`src/rtl/DH_pkg.sv`:
```
// Shared types and constants for the Duck Hunt game loop.
//   round_state_t      : states of the round sequencer (ctl_round)
//   AMMO_QUANTITY      : shots per reload, owned by the ammo counter
//   *_DEFAULT          : default timing/round parameters for ctl_round
//   max3()             : helper used to size timers from several cycle counts
package DH_pkg;

  localparam int AMMO_QUANTITY            = 3;

  localparam int ROUNDS_DEFAULT           = 5;
  localparam int HIT_WINDOW_DEFAULT       = 4;
  localparam int RELOAD_CYCLES_DEFAULT    = 3;
  localparam int ROUND_END_CYCLES_DEFAULT = 3;

  localparam int HITS_MAX                 = 99;

  typedef enum logic [2:0] {
    ST_IDLE      = 3'd0,
    ST_RELOAD    = 3'd1,
    ST_ARMED     = 3'd2,
    ST_HIT_WIN   = 3'd3,
    ST_ROUND_END = 3'd4,
    ST_GAME_OVER = 3'd5
  } round_state_t;

  function automatic int max3(input int a, input int b, input int c);
    int m;
    m = a;
    if (b > m) m = b;
    if (c > m) m = c;
    return m;
  endfunction

endpackage

```
`src/rtl/ctl_round.sv`:
```
// Round sequencer for the Duck Hunt game loop.
// Reloads the ammo counter at the start of every round, turns trigger
// rising edges into shot pulses while armed, scores at most one hit per
// shot inside a short hit window, and steps through ROUNDS rounds before
// holding in game over until the next start edge.
// Ports:
//   clk        in   system clock
//   rst        in   synchronous active-high reset
//   start      in   start/restart button level (rising edge used)
//   trigger    in   gun trigger level (rising edge used)
//   hit        in   duck-hit flag, only scored inside the hit window
//   no_ammo    in   empty flag from the ammo counter
//   shot_fired out  one-cycle pulse per accepted shot
//   reset_ammo out  one-cycle reload pulse to the ammo counter
//   armed      out  high while waiting for a shot
//   game_over  out  high while the game has finished
//   round_num  out  current round 1..ROUNDS, 0 before the first game
//   hits       out  hits this game, saturating at 99
//
// state        | meaning
// -------------+-----------------------------------------------------
// ST_IDLE      | after reset, waiting for the first start edge
// ST_RELOAD    | ammo reload pulse issued, counting RELOAD_CYCLES
// ST_ARMED     | accepting trigger edges while ammo remains
// ST_HIT_WIN   | shot taken, scoring the first hit within HIT_WINDOW
// ST_ROUND_END | out of ammo, pause of ROUND_END_CYCLES before next round
// ST_GAME_OVER | all rounds played, results held until a start edge
import DH_pkg::*;

module ctl_round #(
  parameter int ROUNDS           = ROUNDS_DEFAULT,
  parameter int HIT_WINDOW       = HIT_WINDOW_DEFAULT,
  parameter int RELOAD_CYCLES    = RELOAD_CYCLES_DEFAULT,
  parameter int ROUND_END_CYCLES = ROUND_END_CYCLES_DEFAULT
) (
  input  logic       clk,
  input  logic       rst,
  input  logic       start,
  input  logic       trigger,
  input  logic       hit,
  input  logic       no_ammo,
  output logic       shot_fired,
  output logic       reset_ammo,
  output logic       armed,
  output logic       game_over,
  output logic [3:0] round_num,
  output logic [6:0] hits
);

  localparam int TMAX = max3(HIT_WINDOW, RELOAD_CYCLES, ROUND_END_CYCLES);
  localparam int TW   = $clog2(TMAX) + 1;

  localparam logic [TW-1:0] T_RELOAD    = TW'(RELOAD_CYCLES - 1);
  localparam logic [TW-1:0] T_HIT_WIN   = TW'(HIT_WINDOW - 1);
  localparam logic [TW-1:0] T_ROUND_END = TW'(ROUND_END_CYCLES - 1);
  localparam logic [6:0]    HITS_SAT    = 7'(HITS_MAX);
  localparam logic [3:0]    ROUND_LAST  = 4'(ROUNDS);

  round_state_t  state;
  logic [TW-1:0] timer;
  logic          start_last;
  logic          trig_last;

  logic start_edge;
  logic trig_edge;
  logic timer_done;

  assign start_edge = start & ~start_last;
  assign trig_edge  = trigger & ~trig_last;
  assign timer_done = (timer == '0);

  always_ff @(posedge clk) begin
    if (rst) begin
      state      <= ST_IDLE;
      timer      <= '0;
      start_last <= 1'b0;
      trig_last  <= 1'b0;
      shot_fired <= 1'b0;
      reset_ammo <= 1'b0;
      armed      <= 1'b0;
      game_over  <= 1'b0;
      round_num  <= '0;
      hits       <= '0;
    end else begin
      start_last <= start;
      trig_last  <= trigger;
      shot_fired <= 1'b0;
      reset_ammo <= 1'b0;

      unique case (state)
        ST_IDLE, ST_GAME_OVER: begin
          if (start_edge) begin
            round_num  <= 4'd1;
            hits       <= '0;
            timer      <= T_RELOAD;
            reset_ammo <= 1'b1;
            game_over  <= 1'b0;
            state      <= ST_RELOAD;
          end
        end

        ST_RELOAD: begin
          if (timer_done) begin
            armed <= 1'b1;
            state <= ST_ARMED;
          end else begin
            timer <= timer - 1'b1;
          end
        end

        ST_ARMED: begin
          // Empty magazine wins over a simultaneous trigger edge.
          if (no_ammo) begin
            timer <= T_ROUND_END;
            armed <= 1'b0;
            state <= ST_ROUND_END;
          end else if (trig_edge) begin
            shot_fired <= 1'b1;
            timer      <= T_HIT_WIN;
            armed      <= 1'b0;
            state      <= ST_HIT_WIN;
          end
        end

        ST_HIT_WIN: begin
          if (hit && (hits != HITS_SAT)) begin
            hits <= hits + 1'b1;
          end
          // A hit closes the window, so only one hit is scored per shot;
          // hit and expiry together still exit just once.
          if (hit || timer_done) begin
            if (no_ammo) begin
              timer <= T_ROUND_END;
              state <= ST_ROUND_END;
            end else begin
              armed <= 1'b1;
              state <= ST_ARMED;
            end
          end else begin
            timer <= timer - 1'b1;
          end
        end

        ST_ROUND_END: begin
          if (timer_done) begin
            if (round_num == ROUND_LAST) begin
              game_over <= 1'b1;
              state     <= ST_GAME_OVER;
            end else begin
              round_num  <= round_num + 1'b1;
              timer      <= T_RELOAD;
              reset_ammo <= 1'b1;
              state      <= ST_RELOAD;
            end
          end else begin
            timer <= timer - 1'b1;
          end
        end

        default: begin
          armed     <= 1'b0;
          game_over <= 1'b0;
          state     <= ST_IDLE;
        end
      endcase
    end
  end

endmodule
```
`config.mk`:
```
export PLATFORM = sky130hd
export DESIGN_NAME = ctl_round
export DESIGN_NICKNAME = d
export VERILOG_FILES = /design/src/rtl/DH_pkg.sv /design/src/rtl/ctl_round.sv
export SDC_FILE = /design/constraint.sdc
export NUM_CORES = 1
export LEC_CHECK = 0
export BUFFER_PORTS_ARGS = -buffer_cell sky130_fd_sc_hd__buf_2
export CORE_ASPECT_RATIO = 0.9
export CORE_MARGIN = 2
export CORE_UTILIZATION = 55
export DETAILED_ROUTE_END_ITERATION = 16
export PLACE_DENSITY_LB_ADDON = 0.25
export RECOVER_POWER = 100
export SETUP_SLACK_MARGIN = 0.4
export SLEW_MARGIN = 20
export SYNTH_ARGS = -nofsm -noshare
export SYNTH_HDL_FRONTEND = slang
export SYNTH_SLANG_ARGS = --single-unit
export TNS_END_PERCENT = 50
```
`constraint.sdc`:
```
create_clock -name clk -period 2.89 [get_ports clk]
set_clock_uncertainty 0.2 [all_clocks]
set_input_delay 0.578 -clock clk [delete_from_list [all_inputs] [get_ports clk]]
set_output_delay 0.578 -clock clk [all_outputs]
set_load 0.03 [all_outputs]
```
### After elaboration in Yosys (flattened, before gate mapping)

Index checks and enable logic that the tools add are counted.

* reductions and logical operators: 17
* mux-type cells: 39
* equal/unequal tests: 19
* bitwise logic cells: 7
* $add $sub $neg: 3

Operator list (number)
* $mux 3: 15
* $pmux 3 s5: 2
* $ne 2x2->1 const B: 9
* $mux 7: 2
* $pmux 7 s2: 1
* $mux 1: 12
* $mux 4: 3
* $reduce_and 5->1: 2
* $ne 3x3->1 const B: 3
* $reduce_or 3->1: 3
* $pmux 4 s2: 1
* $reduce_and 4->1: 2
* $add 7x1->7 const B: 1
* $ne 7x7->1 const B: 1
* $eq 3x2->1 const B: 2
* $eq 3x3->1 const B: 2
* $logic_not 3->1: 2
* $reduce_and 6->1: 1
* $not 1->1: 5
* $reduce_bool 5->1: 1
* $add 4x1->4 const B: 1
* $eq 4x3->1 const B: 1
* $pmux 1 s4: 1
* $reduce_bool 2->1: 2
* other kinds (9): 10

* bits in registers: 23
* output and inout port bits: 15
* word-level logic and storage cells: 95
* bits of input ports: 6

### Depth between registers and ports, before layout

Gate-level depths: netlist of the first run.

* depth in word-level cells: 5
* gate-level depth with buffers: 7
* depth with buffers taken out: 7

### Least setup slack after synthesis of the first run

OpenSTA, ideal clock, no wires.

* path kind: register to register
* from: register round_num[1]
* to: register timer[0]
* data arrival time: 1871 ps
* data required time: 2574 ps
* buffers on the path: 0
* path slack: 703 ps
* stages on the path, launching flop included: 8
* clock period less this slack: 2187 ps
* cells stage by stage: dfxtp_1 inv_1 ha_1 nand3b_1 o32ai_4 a2111oi_2 o211ai_1 o211a_1

* longest elaborated chain between the ends: 3

RTL lines
* start, declared: RTL line ctl_round.sv:46 `output logic [3:0] round_num,`
* start signal, assigned: RTL line ctl_round.sv:150 `round_num <= round_num + 1'b1;`
* $eq 4x3->1: RTL line ctl_round.sv:146 `if (round_num == ROUND_LAST) begin`
* $ne 3x3->1 (no line)
* $reduce_and 6->1 (no line)
* end signal, assigned: RTL line ctl_round.sv:107 `timer <= timer - 1'b1;`
* end signal, assigned: RTL line ctl_round.sv:140 `timer <= timer - 1'b1;`
* end signal, assigned: RTL line ctl_round.sv:156 `timer <= timer - 1'b1;`
* end, declared: RTL line ctl_round.sv:60 `logic [TW-1:0] timer;`

Every way passes these cells.
A chain may end at the register's enable or synchronous reset.

### Final worst setup path of the first run

* from: register state[0]
* to: register state[0]

* longest elaborated chain between the ends: 4
* elaborated cells between the ends (all ways): 14
* those cells by class: eq/ne (10); mux (1); reduce/logical (3)

RTL lines
* start, declared: RTL line ctl_round.sv:59 `round_state_t state;`
* start signal, assigned: RTL line ctl_round.sv:74 `state <= ST_IDLE;`
* start signal, assigned: RTL line ctl_round.sv:98 `state <= ST_RELOAD;`
* start signal, assigned: RTL line ctl_round.sv:105 `state <= ST_ARMED;`
* $eq 3x3->1 / $logic_not 3->1 (equally long branches): RTL line ctl_round.sv:90 `unique case (state)`
* $reduce_or 2->1: RTL line ctl_round.sv:90
* $ne 2x2->1 (no line)
* $reduce_and 5->1 (no line)

Several ways; a longest one is shown, not always the timed one.

==> results.md, run 1 <==
* P_leak at 0.509 nW
* Die W at 55.5 um
* Critical path capture point type: flip-flop
* Number of global-route vias before repair at 1102
* Yosys reg bits at 23
* Clk pwr share at 0.138
* First-pass GRT wire length at 4670 um
* Commonest cells after routing, fill and taps aside: 22 x dfxtp_1, 19 x clkbuf_1, 16 x nor2_1
* Maximum vdd ir drop at 0.569 mV
* I/O pins at 21
* Mapped Nets at 163
* Hold Vio Cnt, Final at 0
* Hpwl dp at 2010 um
* GRT Total Usage at 0.208
* TritonCTS buffer count at 3
* Yosys warnings at 0
* EDFF count, synth at 0
* DP Worst Slack at 0.463 ns
* Die area at 0.00279 mm^2
* H-tree depth at 1
* Drt drc at 0
* Ant. Diodes at 0
* Synthesis-to-finish area growth at 8.97%
* Routed len/inst at 14.3 um
* Core footprint at 0.00222 mm^2
* Largest net degree at the start of global routing at 22
* Synth Area per Inst at 8.63 um^2
* Crit share post-route at 0.849
* CTS tree: done
* Post-Synth Simple-Gate Area at 0.336
* Critical path fanouts, max at 14
* Power per cell area at 760 mW/mm^2
* Clk buf depth at 2
* Share of total power in combinational logic at 0.449
* Routed vias at 1241
* CTS Hold Bufs at 0
* Setup WS post-layout at 0.438 ns
* Net count, final at 183
* Reg power frac at 0.413
* Adder-Cell Fraction of Synth Area at 0.0477
* Crit path kind: reg2reg
* Fmax at 0.408 GHz
* Synth Area in Compound Gates at 0.196
* Layout cell share with drive strength beyond 1 at 0.0819
* Max cap viols at 0
* Initial antenna violation count at 0
* Post-Synth XOR/XNOR Area at 0.0200
* Placer congestion estimate at 0.848
* RSZ-0062 raised after global routing: true
* Startpoint Class: flip-flop
* Commonest non-fill, non-tap cell in the layout: dfxtp_1
* Count of standard-cell rows at 16
* Grt total ovfl at 0
* Skew-Pair Late Insertion Delay at 0.31 ns
* Final TNS setup at 0 ns
* Class of the worst hold path: in2reg
* Switching power at 0.477 mW
* Post-Route WL at 2830 um
* Final core occ at 0.643
* Starting density of the core at 0.590
* Netlist Area Pre-Place at 0.00131 mm^2
* Clock sink count at 23
* Setup violations, final at 0
* I/O Buffers at 20
* Crit path time final at 2.45 ns
* Overall power at 1.09 mW
* Via-to-Cell Ratio at 6.27
* Final Max Slew Viols at 0
* Status: finished clean
* CTS clk-pin slew, worst paths at 0.12 ns
* Final ANT Viol Nets at 0
* Hold WS at 0.276 ns
* P_int at 0.609 mW
* Mapped Cells at 152
* Crit path DAT at 2.42 ns
* Worst path required time at 2.86 ns
* Die height at 50.3 um
* Worst-margin pin slew at 0.947 ns
* Max-slew headroom at 0.369
* 1st-pass router iterations at 4
* Post-synthesis cell type count at 44
* Mux cell area share after synthesis at 0.00763
* Largest family of logic cells by synthesized area: simple AND/OR/NAND/NOR gates
* Sequential fraction of the synthesis area at 0.351
* Clock root buffer: clkbuf_4
* Post-synth top flop: dfxtp_1
* Ys async rst share at 0
* DR iter-0 viols at 65
* Net Sw Frac at 0.439
==> metal layers <==
layer | vias up | global-route usage | share of wire
met5 | - | 0 | 0
met4 | 0 | 0.0569 | 0.0035
met3 | 2 | 0.0619 | 0.080
met2 | 62 | 0.337 | 0.45
met1 | 576 | 0.272 | 0.47
li1 | 601 | - | -
==> synth_stat cells (2+ instances only) <==
cell      number  area share
a211oi_1       3       0.017
o21a_1         2       0.011
nand3b_1       4       0.023
o21ai_1        8       0.031
nand3_1        6       0.023
nand2_1        8       0.023
nor2b_1        8       0.038
nor4b_1        2       0.013
buf_2          2      0.0076
o211ai_1       2       0.011
dfxtp_1       23        0.35
or4_1          2       0.011
nor3_1         6       0.023
and3b_1        2       0.013
xor2_1         3       0.020
inv_1          5       0.014
clkbuf_1       4       0.011
nand4_1        3       0.014
ha_1           5       0.048
nand2b_1       3       0.014
o211a_1        2       0.015
nor2_1        16       0.046
nor3b_1        4       0.023
a21oi_1        8       0.031
nand4b_1       2       0.013
==> worst paths after layout <==
path	start	to	slack, ns	cells after the start
setup / recovery	state[0]	state[0]	0.44	5
hold / removal	trigger	trig_last	0.28	2
setup reg to reg	state[0]	state[0]	0.44	5
hold reg to reg	hits[5]	hits[5]	0.30	1
==> repair_timing <==
| item | CTS | global route |
|---|---|---|
| gates resized for setup | 0 | 3 |
| endpoints found under the setup margin | 0 | 7 |
| setup buffers | 0 | 0 |
| hold endpoints to repair | 0 | 0 |
==> final cells by class <==
type	instances	area [um^2]
clock buffers	4	26.3
fillers	198	793
inverters	5	18.8
multi-input cells	117	801
flip-flops and latches	23	462
well taps	27	33.8
repair buffers	22	87.6
==> per-stage QoR <==
stage / instance area (um^2) / cells
floorplan: 1310 / 152
global placement: 1420 / 194
detailed placement: 1420 / 194
CTS: 1450 / 198
global route: 1430 / 198
finish: 1430 / 198
==> power groups by stage <==
stage | Clock, mW | Combinational, mW | Sequential, mW
floorplan | 0 | 0.403 | 0.439
detailed placement | 0 | 0.489 | 0.449
CTS | 0.150 | 0.493 | 0.442
finish | 0.150 | 0.487 | 0.448
global placement | 0 | 0.480 | 0.447
global route | 0.166 | 0.542 | 0.458
==> kinds of logic (layout without fill, tap and decap cells) <==
kind of cell               count (synthesis)  after routing
and+or+nand+nor                           73             73
AOI/OAI and AO/OA                         35             35
DFF                                       23             23
buffers and inverters                     12             31
adders and majority gates                  5              5
xor gates and xnor gates                   3              3
muxes                                      1              1
==> critical path, stage by stage (launching register included) <==
cell	delay (ns)
dfxtp_1	0.62
nor2b_1	0.46
a32oi_1	0.30
nor4_2	0.46
or4_1	0.19
a31oi_1	0.07
==> registers in the layout, indices dropped and copies added (netlist names) <==
signal	cells
round_num	4
state	3
start_last	1
game_over	1
shot_fired	1
reset_ammo	1
hits	7
armed	1
trig_last	1
timer	3
(Power assumes the default switching activity.)
==> run 2: changes to the inputs <==
--- a/config.mk
+++ b/config.mk
@@ -8,7 +8,7 @@
 export BUFFER_PORTS_ARGS = -buffer_cell sky130_fd_sc_hd__buf_2
 export CORE_ASPECT_RATIO = 0.9
 export CORE_MARGIN = 2
-export CORE_UTILIZATION = 55
+export CORE_UTILIZATION = 50
 export DETAILED_ROUTE_END_ITERATION = 16
 export PLACE_DENSITY_LB_ADDON = 0.25
 export RECOVER_POWER = 100
==> constraint.sdc (replaced) <==
create_clock -name clk -period 2.2 [get_ports clk]
set_clock_uncertainty 0.2 [all_clocks]
set_input_delay 0.44 -clock clk [delete_from_list [all_inputs] [get_ports clk]]
set_output_delay 0.44 -clock clk [all_outputs]
set_load 0.03 [all_outputs]
==> results.md, run 2 (same netlist as run 1, synthesis figures left out) <==
* CTS clk-pin slew, worst paths at 0.12 ns (about the same)
* Class of the worst hold path: in2reg
* P_int at 1.16 mW (+90%)
* Max reg flops at 7 (unchanged)
* H-tree depth at 1 (unchanged)
* Critical path fanouts, max at 4 (-10)
* CTS tree: done
* Hpwl dp at 2270 um (+13%)
* Net Sw Frac at 0.422 (-0.0177)
* Reg power frac at 0.281 (-0.132)
* Highest cell delay on the worst timing path at 0.36 ns (-0.26 ns)
* Net count, final at 215 (+17%)
* Cell with the most instances on the worst path: buf_4
* Clk pwr share at 0.103 (-0.035)
* Placer congestion estimate at 0.870 (+2.6%)
* Crit path kind: reg2reg
* Crit path cell chain: inv_2 > ha_4 > nor2b_4 > o2111a_2 > nor4_4 > buf_4 > buf_4 > nand2_1 > a31oi_1
* Die W at 58.0 um (+4.5%)
* Commonest non-fill, non-tap cell in the layout: buf_4
* Commonest cells after routing, fill and taps aside: 28 x buf_4, 19 x clkbuf_1, 14 x nor2_1
* I/O Buffers at 20 (unchanged)
* Clk buf depth at 2 (unchanged)
* Share of total power in combinational logic at 0.616 (+0.167)
* 1st-pass router iterations at 6 (+2)
* Largest reg by FF count: hits
* Max cap viols at 0 (unchanged)
* Final TNS setup at 0 ns (unchanged)
* Startpoint Class: flip-flop
* Drt drc at 0 (unchanged)
* TritonCTS buffer count at 3 (unchanged)
* CTS Hold Bufs at 0 (unchanged)
* Synthesis-to-finish area growth at 39.1%
* Status: finished clean
* Skew-Pair Late Insertion Delay at 0.33 ns (+0.02 ns)
* Final Max Slew Viols at 0 (unchanged)
* Setup WS post-layout at 0.102 ns (-0.336 ns)
* Worst-margin pin slew at 0.538 ns (-0.409 ns)
* Count of standard-cell rows at 17 (+1)
* Clock root buffer: clkbuf_4
* Crit share post-route at 0.954 (+0.105)
* Via-to-Cell Ratio at 6.06 (-3.3%)
* Switching power at 0.843 mW (+77%)
* Clock sink count at 23 (unchanged)
* Grt total ovfl at 0 (unchanged)
* Core footprint at 0.00247 mm^2 (+11%)
* Final ANT Viol Nets at 0 (unchanged)
* Crit path max-delay cell type: dfxtp_2
* Crit path buffers/inverters at 3 (+3)
* Post-Route WL at 4100 um (+45%)
* Hold WS at 0.143 ns (-0.133 ns)
* Fill cell count at 184 (-7.1%)
* Starting density of the core at 0.531 (-0.0586)
* Routed len/inst at 17.7 um (+24%)
* Fmax at 0.477 GHz (+17%)
* RSZ-0062 raised after global routing: true
* P_leak at 0.692 nW (+36%)
* Power per cell area at 1100 mW/mm^2 (+44%)
* Largest net degree at the start of global routing at 13 (-41%)
* Layout cell share with drive strength beyond 1 at 0.379 (+0.297)
* Initial antenna violation count at 0 (unchanged)
* Die area at 0.00305 mm^2 (+9.2%)
* DR iter-0 viols at 74 (+14%)
* Worst path required time at 2.26 ns (-0.60 ns)
* Maximum vdd ir drop at 0.829 mV (+46%)
* I/O pins at 21 (unchanged)
* Hold Vio Cnt, Final at 0 (unchanged)
* DP Worst Slack at 0.0592 ns (-0.403 ns)
* First-pass GRT wire length at 5550 um (+19%)
* Crit path DAT at 2.15 ns (-0.27 ns)
* Leading registers by flop count: hits (7), round_num (4)
* Routed vias at 1400 (+13%)
* Crit path max-delay family: simple AND/OR/NAND/NOR gates
* Critical path capture point type: flip-flop
* Final core occ at 0.739 (+0.0963)
* Number of global-route vias before repair at 1187 (+7.7%)
* GRT Total Usage at 0.244 (+0.0356)
* Max-slew headroom at 0.638 (+0.270)
* Die height at 52.6 um (+4.5%)
* Setup violations, final at 0 (unchanged)
* Crit path time final at 2.10 ns (-0.354 ns)
* Ant. Diodes at 0 (unchanged)
==> run 2: layer usage <==
| metal | wire length [um] | global-route usage | part of all wire | vias to the layer above |
|---|---|---|---|---|
| li1 | - | - | - | 663 |
| met3 | 309 | 0.0593 | 0.075 | 6 |
| met4 | 38 | 0.101 | 0.0093 | 0 |
| met2 | 2060 | 0.402 | 0.50 | 69 |
| met5 | 0 | 0 | 0 | - |
| met1 | 1690 | 0.306 | 0.41 | 662 |
==> run 2: per-stage QoR <==
step	cells	power (mW)	cell area, um^2
final	231	2.00	1820
after global routing	231	2.10	1820
after CTS	223	1.82	1770
after detailed placement	204	1.39	1570
after global placement	204	1.36	1570
after floorplan	152	1.17	1390
==> run 2: repair_timing <==
item	4_1_cts	5_1_grt
buffers inserted	15	7
pin swaps	10	11
resized for setup	19	12
endpoints found under the setup margin	14	19
cloned	0	1
==> run 2: power groups by stage <==
stage / registers, mW / clock network (mW) / logic, mW
after floorplan: 0.588 / 0 / 0.579
after global placement: 0.565 / 0 / 0.791
after detailed placement: 0.571 / 0 / 0.819
after CTS: 0.555 / 0.206 / 1.06
after global routing: 0.570 / 0.225 / 1.30
final: 0.561 / 0.206 / 1.23
==> run 2: layout make-up <==
type,instances,area [um^2],area share
Clock buffer,4,26.3,0.0144
Timing Repair Buffer,54,335,0.184
Sequential cell,23,489,0.268
Multi-Input combinational cell,117,920,0.504
Inverter,5,18.8,0.0103
Tap cell,28,35.0,0.0192
==> run 2: worst paths after layout <==
| kind | from | endpoint | slack [ns] | cells after the start |
|---|---|---|---|---|
| worst min register to register | round_num[1] | round_num[1] | 0.31 | 2 |
| worst max-delay path | timer[0] | state[0] | 0.10 | 9 |
| worst min-delay path | start | start_last | 0.14 | 2 |
| worst max register to register | timer[0] | state[0] | 0.10 | 9 |
==> run 3: changes to the inputs <==
--- a/config.mk
+++ b/config.mk
@@ -5,10 +5,11 @@
 export SDC_FILE = /design/constraint.sdc
 export NUM_CORES = 1
 export LEC_CHECK = 0
+export ABC_AREA = 1
 export BUFFER_PORTS_ARGS = -buffer_cell sky130_fd_sc_hd__buf_2
 export CORE_ASPECT_RATIO = 0.9
 export CORE_MARGIN = 2
-export CORE_UTILIZATION = 50
+export CORE_UTILIZATION = 51
 export DETAILED_ROUTE_END_ITERATION = 16
 export PLACE_DENSITY_LB_ADDON = 0.25
 export RECOVER_POWER = 100
==> results.md, run 3 <==
* Final ANT Viol Nets at 0 (unchanged)
* Synth Area per Inst at 6.68 um^2 (-23%)
* Die area at 0.00329 mm^2 (+7.8%)
* RSZ-0062 raised after global routing: false
* Multi-input gate area in the final layout at 867 um^2 (-5.7%)
* Final TNS setup at 0 ns (unchanged)
* Area leader, netlist: dfxtp_1
* Clock sink count at 23 (unchanged)
* Starting density of the core at 0.532 (+0.000699)
* Core footprint at 0.00273 mm^2 (+10%)
* Overall power at 1.86 mW (-7.1%)
* Class of the worst hold path: in2reg
* Number of global-route vias before repair at 1163 (-2.0%)
* Startpoint Class: flip-flop
* Crit path time final at 1.85 ns (-0.250 ns)
* Routed len/inst at 10.7 um (-40%)
* P_leak at 0.748 nW (+8.1%)
* Max-slew headroom at 0.601 (-0.0375)
* Initial antenna violation count at 0 (unchanged)
* Reg area at 467 um^2 (-4.6%)
* Grt total ovfl at 0 (unchanged)
* Crit path from: state[2]
* Synthesis-to-finish area growth at 11.4%
* Yosys warnings at 0 (unchanged)
* Netlist Area Pre-Place at 0.00145 mm^2 (+11%)
* Die height at 54.6 um (+3.8%)
* Layout cell share with drive strength beyond 1 at 0.163 (-0.217)
* CTS tree: done
* Post-synth top flop: dfxtp_1
* Critical path capture point type: flip-flop
* Synth area leaders: dfxtp_1 32%, nand2_1 10%, nor2_1 10%
* Worst path required time at 2.24 ns (-0.02 ns)
* Final Max Slew Viols at 0 (unchanged)
* Mapped Nets at 228 (+40%)
* CTS clk-pin slew, worst paths at 0.12 ns (about the same)
* GRT Total Usage at 0.202 (-0.0425)
* Setup violations, final at 0 (unchanged)
* Largest reg by FF count: hits
* Synth top area share at 0.318 (-0.0336)
* Reg2reg start: state[2]
* Max cap viols at 0 (unchanged)
* Commonest non-fill, non-tap cell in the layout: nand2_1
* Critical path fanouts, max at 8 (+4)
* EDFF count, synth at 0 (unchanged)
* CTS Hold Bufs at 0 (unchanged)
* Yosys reg bits at 23 (unchanged)
* Die W at 60.2 um (+3.8%)
* Routed vias at 1349 (-3.6%)
* Power per cell area at 1150 mW/mm^2 (+4.9%)
* Largest net degree at the start of global routing at 14 (+1)
* Fmax at 0.541 GHz (+14%)
* Commonest cells after routing, fill and taps aside: 40 x nand2_1, 38 x nor2_1, 27 x inv_1
* Crit path kind: reg2reg
* I/O Buffers at 20 (unchanged)
* First-pass GRT wire length at 5010 um (-9.8%)
* Mapped Cells at 217 (+43%)
* Clock root buffer: clkbuf_4
* Crit share post-route at 0.840 (-0.114)
* Worst-margin pin slew at 0.599 ns (+0.0608 ns)
* Status: finished clean
* Drt drc at 0 (unchanged)
* Clk buf depth at 2 (unchanged)
* Hold Path Origin: trigger
* Max reg flops at 7 (unchanged)
* Hpwl dp at 2310 um (+1.8%)
* Hold Vio Cnt, Final at 0 (unchanged)
* 1st-pass router iterations at 4 (-2)
* Crit path DAT at 1.89 ns (-0.26 ns)
* Post-synth top cells: 39 x nand2_1, 39 x nor2_1, 26 x inv_1
* Count of standard-cell rows at 18 (+1)
* I/O pins at 21 (unchanged)
* Post-synthesis cell type count at 26 (-41%)
* DR iter-0 viols at 61 (-18%)
* Sequential fraction of the synthesis area at 0.318 (-0.0336)
* Placer congestion estimate at 0.962 (+11%)
* H-tree depth at 1 (unchanged)
* Post-Route WL at 2990 um (-27%)
* Skew-Pair Late Insertion Delay at 0.31 ns (-0.02 ns)
* Leading registers by flop count: hits (7), round_num (4)
* Ant. Diodes at 0 (unchanged)
* Fill cell count at 275 (+49%)
* Maximum vdd ir drop at 0.700 mV (-16%)
* Ys async rst share at 0 (unchanged)
* Via-to-Cell Ratio at 4.82 (-21%)
* Net count, final at 252 (+17%)
* TritonCTS buffer count at 3 (unchanged)
## run 3: cell types whose count changed after synthesis, sizes merged, moves of 3 or more
cell / delta
nor2b: -8
clkbuf: -4
nor2: +31
nand3: +16
nand2: +38
inv: +26
nand3b: -4
a21oi: +7
nor3b: -4
nand2b: -3
a211oi: -3
## run 3: cell families (layout without fill, tap and decap cells)
logic type                 Yosys count  after routing  share of synthesized area
and+or+nand+nor                    123            123                      0.418
buffers and inverters               34             57                     0.0932
AOI/OAI and AO/OA                   28             28                      0.104
DFF                                 23             23                      0.318
adders and majority gates            5              5                     0.0431
xor gates and xnor gates             4              4                     0.0242
## run 3: final timing paths
| kind | slack (ns) | end | cells after the start |
|---|---|---|---|
| setup / recovery | 0.35 | state[2] | 7 |
| setup reg to reg | 0.35 | state[2] | 7 |
| hold reg to reg | 0.29 | game_over | 2 |
| hold / removal | 0.14 | trig_last | 3 |
## run 3: layout make-up
type                    instances  share of cell area
multi-input cells             160               0.537
well taps                      40              0.0310
repair buffers                 21              0.0519
clock buffers                   3              0.0139
clock inverters                 1             0.00310
flip-flops and latches         23               0.289
inverters                      32              0.0744
## run 3: timing repair
action,in CTS,in global routing
gates resized for setup,0,11
buffers inserted,0,0
setup endpoints to repair,0,13
## run 3: per-layer routing
layer | track usage | part of all wire | vias up
li1 | - | - | 731
met1 | 0.281 | 0.49 | 586
met2 | 0.322 | 0.46 | 30
met3 | 0.0520 | 0.053 | 2
met4 | 0.0259 | 0.0053 | 0
met5 | 0 | 0 | -
## run 3: where the power goes
part	total (mW)	switching (mW)	leakage, nW	internal (mW)
combinational	1.05	0.700	0.541	0.349
clock	0.193	0.125	0.0177	0.0679
sequential	0.615	0.102	0.190	0.514
total	1.86	0.926	0.748	0.931
## run 3: worst max-delay path, stage by stage, from the launching register on
cell and delay (ns):
dfxtp_1 0.47, clkbuf_1 0.39, nor2_8 0.11, nand2_1 0.11, nand3_1 0.16, nor2_4 0.13
nand2_1 0.07, a21oi_1 0.13
## run 3: through the flow
step                      hold WS [ns]  area [um^2]  setup slack (ns)  instances  utilization
after detailed placement         0.263         1590             0.460        276        0.584
after global routing             0.135         1620             0.168        280        0.593
after floorplan                  0.252         1450             0.488        217            -
after global placement           0.257         1590             0.457        276        0.584
final                            0.135         1620             0.352        280        0.593
after CTS                        0.130         1620             0.445        280        0.595
